===== src/rtl/i2c_slave_receiver.sv =====
// ---------------------------------------------------------------------------
// i2c_slave_receiver
//
// Write-only I2C responder. It watches the bus through a synchronizer and
// detects START and STOP. It acknowledges its own 7-bit address when the
// R/W bit is 0. Each following data byte goes to a consumer through a
// registered rx_data / rx_valid pair. The byte is ACKed only when the
// consumer is ready.
//
// Ports
//   clk       : system clock (only clock domain)
//   reset     : asynchronous, active-high reset
//   scl       : bus clock, already resolved from the open-drain line
//   sda_in    : bus data as seen on the wire
//   sda_oe    : 1 pulls SDA low (ACK), 0 releases it
//   rx_ready  : consumer can take a byte
//   rx_data   : last accepted data byte (MSB first on the wire)
//   rx_valid  : one-clk pulse when rx_data is updated
//   busy      : high from a START addressed to us until STOP
// ---------------------------------------------------------------------------
module i2c_slave_receiver #(
  parameter logic [6:0] SLAVE_ADDR  = 7'h50,
  parameter int         SYNC_STAGES = 2      // legal range 2..4
) (
  input  logic       clk,
  input  logic       reset,
  input  logic       scl,
  input  logic       sda_in,
  output logic       sda_oe,
  input  logic       rx_ready,
  output logic [7:0] rx_data,
  output logic       rx_valid,
  output logic       busy
);

  typedef enum logic [2:0] {
    IDLE,
    ADDR,
    ADDR_ACK,
    DATA,
    DATA_ACK,
    IGNORE
  } state_e;

  // Synchronizers plus one delay flop per line for edge detection. They
  // reset to 1 because an idle bus is high.
  logic [SYNC_STAGES-1:0] scl_sync_q, sda_sync_q;
  logic                   scl_dly_q,  sda_dly_q;

  always_ff @(posedge clk or posedge reset) begin
    if (reset) begin
      scl_sync_q <= '1;
      sda_sync_q <= '1;
      scl_dly_q  <= 1'b1;
      sda_dly_q  <= 1'b1;
    end else begin
      // NOTE: registers are updated with <= so every flop samples the
      // pre-edge value, which gives a true shift chain rather than a wire.
      scl_sync_q <= {scl_sync_q[SYNC_STAGES-2:0], scl};
      sda_sync_q <= {sda_sync_q[SYNC_STAGES-2:0], sda_in};
      scl_dly_q  <= scl_sync_q[SYNC_STAGES-1];
      sda_dly_q  <= sda_sync_q[SYNC_STAGES-1];
    end
  end

  logic scl_s, sda_s;
  logic scl_rise, scl_fall, start_det, stop_det;

  assign scl_s     = scl_sync_q[SYNC_STAGES-1];
  assign sda_s     = sda_sync_q[SYNC_STAGES-1];
  assign scl_rise  = scl_s & ~scl_dly_q;
  assign scl_fall  = ~scl_s & scl_dly_q;
  // SDA may only change while SCL is high to signal START or STOP.
  assign start_det = scl_s & sda_dly_q & ~sda_s;
  assign stop_det  = scl_s & ~sda_dly_q & sda_s;

  state_e      state_q;
  logic [3:0]  bit_cnt_q;
  logic [7:0]  shift_q;
  logic [7:0]  shift_d;
  logic        sda_oe_q;
  logic [7:0]  rx_data_q;
  logic        rx_valid_q;
  logic        busy_q;

  // shift_d is the byte including the bit being sampled. It is used to
  // decide on the 8th rising edge without waiting one more clk.
  assign shift_d = {shift_q[6:0], sda_s};

  always_ff @(posedge clk or posedge reset) begin
    if (reset) begin
      state_q    <= IDLE;
      bit_cnt_q  <= 4'd0;
      shift_q    <= 8'h00;
      sda_oe_q   <= 1'b0;
      rx_data_q  <= 8'h00;
      rx_valid_q <= 1'b0;
      busy_q     <= 1'b0;
    end else begin
      // NOTE: defaulting rx_valid_q low every clk is what makes it a
      // single-cycle pulse; only the byte-accept branch raises it.
      rx_valid_q <= 1'b0;

      if (stop_det) begin
        state_q   <= IDLE;
        bit_cnt_q <= 4'd0;
        sda_oe_q  <= 1'b0;
        busy_q    <= 1'b0;
      end else if (start_det) begin
        // Repeated START: busy is left alone until the new address resolves.
        state_q   <= ADDR;
        bit_cnt_q <= 4'd0;
        sda_oe_q  <= 1'b0;
      end else begin
        case (state_q)
          IDLE: ;

          ADDR: begin
            if (scl_rise) begin
              shift_q <= shift_d;
              if (bit_cnt_q == 4'd7) begin
                bit_cnt_q <= 4'd8;
                if (shift_d[7:1] == SLAVE_ADDR && !shift_d[0]) begin
                  state_q <= ADDR_ACK;
                  busy_q  <= 1'b1;
                end else begin
                  state_q <= IGNORE;
                  busy_q  <= 1'b0;
                end
              end else begin
                bit_cnt_q <= bit_cnt_q + 4'd1;
              end
            end
          end

          // The first falling edge ends bit 8 and starts driving the ACK.
          // The second falling edge ends the 9th clock and releases SDA.
          ADDR_ACK, DATA_ACK: begin
            if (scl_fall) begin
              if (!sda_oe_q) begin
                sda_oe_q <= 1'b1;
              end else begin
                sda_oe_q  <= 1'b0;
                bit_cnt_q <= 4'd0;
                state_q   <= DATA;
              end
            end
          end

          DATA: begin
            if (scl_rise) begin
              shift_q <= shift_d;
              if (bit_cnt_q == 4'd7) begin
                bit_cnt_q <= 4'd8;
                if (rx_ready) begin
                  rx_data_q  <= shift_d;
                  rx_valid_q <= 1'b1;
                  state_q    <= DATA_ACK;
                end else begin
                  state_q <= IGNORE;
                end
              end else begin
                bit_cnt_q <= bit_cnt_q + 4'd1;
              end
            end
          end

          IGNORE: sda_oe_q <= 1'b0;

          default: state_q <= IDLE;
        endcase
      end
    end
  end

  assign sda_oe   = sda_oe_q;
  assign rx_data  = rx_data_q;
  assign rx_valid = rx_valid_q;
  assign busy     = busy_q;

endmodule


===== config.mk =====
export PLATFORM = sky130hd
export DESIGN_NAME = i2c_slave_receiver
export DESIGN_NICKNAME = d
export VERILOG_FILES = /design/src/rtl/i2c_slave_receiver.sv
export SDC_FILE = /design/constraint.sdc
export NUM_CORES = 1
export LEC_CHECK = 0
export CORE_MARGIN = 4
export CORE_UTILIZATION = 55
export CTS_BUF_LIST = sky130_fd_sc_hd__clkbuf_16
export CTS_CLUSTER_SIZE = 20
export DETAILED_ROUTE_END_ITERATION = 10
export HOLD_SLACK_MARGIN = 0.05
export PLACE_DENSITY = 0.78
export SKIP_LAST_GASP = 1
export SLEW_MARGIN = 10
export SYNTH_ARGS = -nofsm -noshare
export SYNTH_HDL_FRONTEND = slang
export SYNTH_SLANG_ARGS = --single-unit

===== constraint.sdc =====
create_clock -name clk -period 5.82 [get_ports clk]
set_clock_uncertainty 0.1 [all_clocks]
set_input_delay 1.746 -clock clk [delete_from_list [all_inputs] [get_ports clk]]
set_output_delay 1.746 -clock clk [all_outputs]
set_load 0.01 [all_outputs]

Word-level counts from Yosys, hierarchy flattened
Index checks and enable logic that the tools add are counted.
- flip-flop bits (word level): 31
- output and inout bits: 11
- word-level logic and storage cells: 92
- multiplexer cells: 35
- reductions and logical operators: 17
- bitwise gates (word level): 12
- add/sub/neg operators: 1
- equality and inequality tests: 16
- operators by type and width (operator ; count):
    3-bit two-way mux ; 9
    4-bit two-way mux ; 6
    4-bit inequality test, second input constant ; 6
    1-bit two-way mux ; 17
    3-bit case mux with 4 select lines ; 1
    4-bit AND reduction ; 3
    4-bit case mux with 2 select lines ; 1
    4-bit nonzero test ; 2
    7-bit == test, second input constant ; 1
    7-bit AND reduction ; 1
    1-bit AND ; 6
    3-bit by 2-bit == test with 1-bit output, second input constant ; 2
    3-bit == test, second input constant ; 2
    1-bit NOT ; 6
    6-bit AND reduction ; 1
    2-bit nonzero test ; 3
    2-bit OR reduction ; 3
    4-bit by 1-bit adder with 4-bit output, second input constant ; 1
    4-bit by 3-bit == test with 1-bit output, second input constant ; 1
    4-bit by 1-bit inequality test with 1-bit output, second input constant ; 1
    3-bit by 1-bit == test with 1-bit output, second input constant ; 1
    3-bit zero test ; 1
    3-bit by 1-bit inequality test with 1-bit output, second input constant ; 1
    2-bit by 1-bit inequality test with 1-bit output, second input constant ; 1
    other kinds (4) ; 4

Longest topological paths before layout
- depth after elaboration: 8
- gate-level depth with buffers: 6

Worst setup path before layout
Ideal clock, no wire load.
- path type: input to register
- start point: input port rx_ready
- end point: register rx_data_q[0], in the netlist rx_data[0]
- stages: 3
- data arrival time: 2.376 ns
- data required time: 5.595 ns
- slack: 3.219 ns
- cells stage by stage: and4_4 > buf_6 > mux2_4
- longest elaborated chain between the ends: 1
- ends and longest elaborated chain (item ; line ; source):
    start: declaration ; 30 ; input logic rx_ready,
    6-bit AND reduction (no line) ; -- ;
    end signal: assignment ; 156 ; rx_data_q <= shift_d;
    end: declaration ; 82 ; logic [7:0] rx_data_q;
No other way between the ends.
A chain may end at the register's enable or synchronous reset.

Final worst setup path
- start point: register sda_oe_q, in the netlist sda_oe
- end point: output port sda_oe
- RTL lines (item ; line ; source):
    start: declaration ; 81 ; logic sda_oe_q;
    start signal: assignment ; 95 ; sda_oe_q <= 1'b0;
    start signal: assignment ; 107 ; sda_oe_q <= 1'b0;
    start signal: assignment ; 113 ; sda_oe_q <= 1'b0;
    end: declaration ; 29 ; output logic sda_oe,
No word-level cell between the ends.

==> results_dict.tcl <==
set metrics [dict create \
    ctsRootBufferMaster "clkbuf_16" \
    syn_area_um2 1480 \
    hpwl_um 1880 \
    placedCellCount 160 \
    clkPwrFrac_pct 45.4 \
    grt_pass1_vias 1016 \
    pin_count 16 \
    firstDrtPassIters 4 \
    ant_nets 0 \
    grt_util_met3_pct 4.54 \
    path_cells "clkdlybuf4s50_1" \
    worst_setup_path_end_kind "primary output" \
    synth_edf_count 0 \
    critPathMaxFanout 6 \
    syn2layout_area_growth_pct 20.6 \
    avgSynthCellArea_um2 12.5 \
    die_y_um 59.8 \
    drive_above_1_share_pct 24.6 \
    syn_nets 124 \
    worst-path-buf-inv 1 \
    grt_pass1_wl_um 4780 \
    wl_um 2710 \
    cap_violations 0 \
    p_sw_share_pct 22.0 \
    synth-seq-cells 31 \
    clock_sink_count 31 \
    die-area_um2 3580 \
    critical-path-top-delay-family "buffers and inverters" \
    grt_most_used_layer "met2" \
    synth-seq-area-share_pct 53.1 \
    grt_max_degree 32 \
    worst_pin_slew_ns 0.623 \
    cp.arrival_ns 1.25 \
    num_vias 996 \
    antenna_cells 0 \
    final_max_slew_viol_count 0 \
    synthAdderAreaFrac_pct 0.847 \
    fmax_mhz 323 \
    post-place-ws_ns 2.59 \
    period_share_pct 53.2 \
    post_cts_resized 0 \
    path_class "flop to primary output" \
    cts_buffers 5 \
    synthXorXnorAreaFrac_pct 0.593 \
    p_comb_share_pct 6.5 \
    grtUsageMet2_pct 26.7 \
    finalSetupViolations 0 \
    hp-class "flop to flop" \
    relSlewSlack_pct 58.4 \
    worstPathRequired_ns 3.97 \
    ys_types 44 \
    cpPeakStageDelay_ns 0.56 \
    syn-instance-count 118 \
    routabilityCongestion 0.847 \
    yosys.area_share.simple_pct 13.6 \
    grt_setup_unrepaired "false" \
    via_per_inst 5.93 \
    max-clock-path-buffers 2 \
    worst_skew_pair.late_latency_ns 0.27 \
    cts_tree "yes" \
    grt_util_met1_pct 25.1 \
    die_w_um 59.8 \
    post_cts_buffers 0 \
    start_util_pct 58.5 \
    fin_setup_tns_ns 0 \
    start_kind "flop" \
    synth_compound_area_share_pct 14.0 \
    antenna_found_initial 0 \
    setup_ws_ns 2.73 \
    slowest_stage "clkdlybuf4s50_1" \
    internal_power_mw 0.404 \
    drc 0 \
    wl_per_cell_um 16.1 \
    core_um2 2520 \
    status "complete, no violations" \
    p_leak_nw 0.762 \
    path_clk_slew_ns 0.05 \
    grt_overflow 0 \
    period_needed_ns 3.09 \
    stdcell_count 168 \
    synth.area.mux_share_pct 14.2 \
    power_switching_mw 0.114 \
    cts-htree-levels 2 \
    io_buffers 15 \
    layout.nets 143 \
    final_core_util_pct 70.6 \
    pwr_density_cell_nw_per_um2 291 \
    peakVddDrop_uv 294 \
    yosysWarnings 0 \
    row_count 18 \
    synthArstFlopShare_pct 100 \
    finalHoldViolCount 0 \
    grt_usage_pct 18.4 \
    synth_top_family_by_area "multiplexers" \
    synth_flop_cell "dfrtp_1" \
    holdBufCountCts 0 \
    drt-initial-drc-count 54 \
    power_frac_seq_pct 48.2 \
]
-- state kept, by name, indices dropped and copies added, names as in the netlist --
signal,cells
sda_dly_q,1
scl_sync_q,2
shift_q,7
state_q,3
rx_valid,1
sda_oe,1
sda_sync_q,2
scl_dly_q,1
bit_cnt_q,4
rx_data,8
busy,1
-- cell type report --
type,count,area (um^2)
tap,30,37.5
inverter,7,26.3
fill,187,742
clock inverter,3,12.5
timing repair buffer,16,158
multi-input combinational,76,638
sequential,31,783
clock buffer,5,125
-- stage by stage --
step                hold WS, ns  cell area (um^2)  total power [mW]
floorplan                 0.245              1480             0.275
global placement          0.246              1640             0.284
detailed placement        0.251              1640             0.286
CTS                       0.256              1780             0.524
global route              0.260              1780             0.542
finish                    0.255              1780             0.518
-- synth_stat cells, types with 2 or more instances --
cell type,instances,area [um^2]
nor2_1,2,7.51
o21ai_0,2,10.0
a21oi_1,9,45.0
nand2_1,5,18.8
nand3_1,2,10.0
o2bb2ai_1,2,17.5
mux2_2,7,78.8
nand4_1,2,12.5
mux2_4,8,120
buf_2,2,10.0
a211oi_1,2,15.0
dfstp_2,6,158
nor4b_1,3,26.3
a22o_1,2,17.5
and2_1,3,18.8
inv_1,6,22.5
nand2b_1,4,25.0
dfrtp_1,25,626
-- layout by cell type, fill, tap and decap left out, types with 2 or more instances in the layout --
cell type and count:
a211oi_1 2, a21oi_1 9, a22o_1 2, and2_1 3
clkbuf_16 5, clkdlybuf4s50_1 15, dfrtp_1 25, dfstp_2 6
inv_1 7, inv_2 2, mux2_2 7, mux2_4 8
nand2_1 5, nand2b_1 4, nand3_1 2, nand4_1 2
nor2_1 2, nor4b_1 3, o21ai_0 2, o2bb2ai_1 2
-- final timing paths --
check	start	to	slack (ns)	cells past startpoint
worst min register to register	sda_sync_q[0]	sda_sync_q[1]	0.26	0
max in group asynchronous	reset	busy	3.44	2
min in group asynchronous	reset	bit_cnt_q[3]	1.78	2
worst max-delay path	sda_oe	sda_oe	2.73	1
worst max register to register	sda_sync_q[1]	rx_data[5]	3.86	4
worst min-delay path	sda_sync_q[0]	sda_sync_q[1]	0.26	0
-- metal layers --
metal  share of wire [%]  routed length [um]  up-vias
met5                   0                   0        -
met4                 1.4                  38        0
met3                 4.7                 128        4
met2                  45                1230       31
met1                  48                1310      482
li1                    -                   -      479
-- kinds of logic (layout without fill, tap and decap cells) --
logic type | after synthesis | in the layout
XOR/XNOR | 1 | 1
AO/OA/AOI/OAI | 28 | 28
buffers and inverters | 11 | 31
AND/OR/NAND/NOR | 30 | 30
flip-flops | 31 | 31
adder cells (fa/ha/maj) | 1 | 1
multiplexers | 16 | 16
-- power groups by stage --
| stage | logic [mW] | registers (mW) | clock network, mW |
|---|---|---|---|
| after floorplan | 0.0292 | 0.245 | 0 |
| after global placement | 0.0317 | 0.252 | 0 |
| after detailed placement | 0.0332 | 0.253 | 0 |
| after CTS | 0.0338 | 0.249 | 0.241 |
| after global routing | 0.0387 | 0.252 | 0.251 |
| final | 0.0335 | 0.250 | 0.235 |
(Power assumes the default switching activity.)
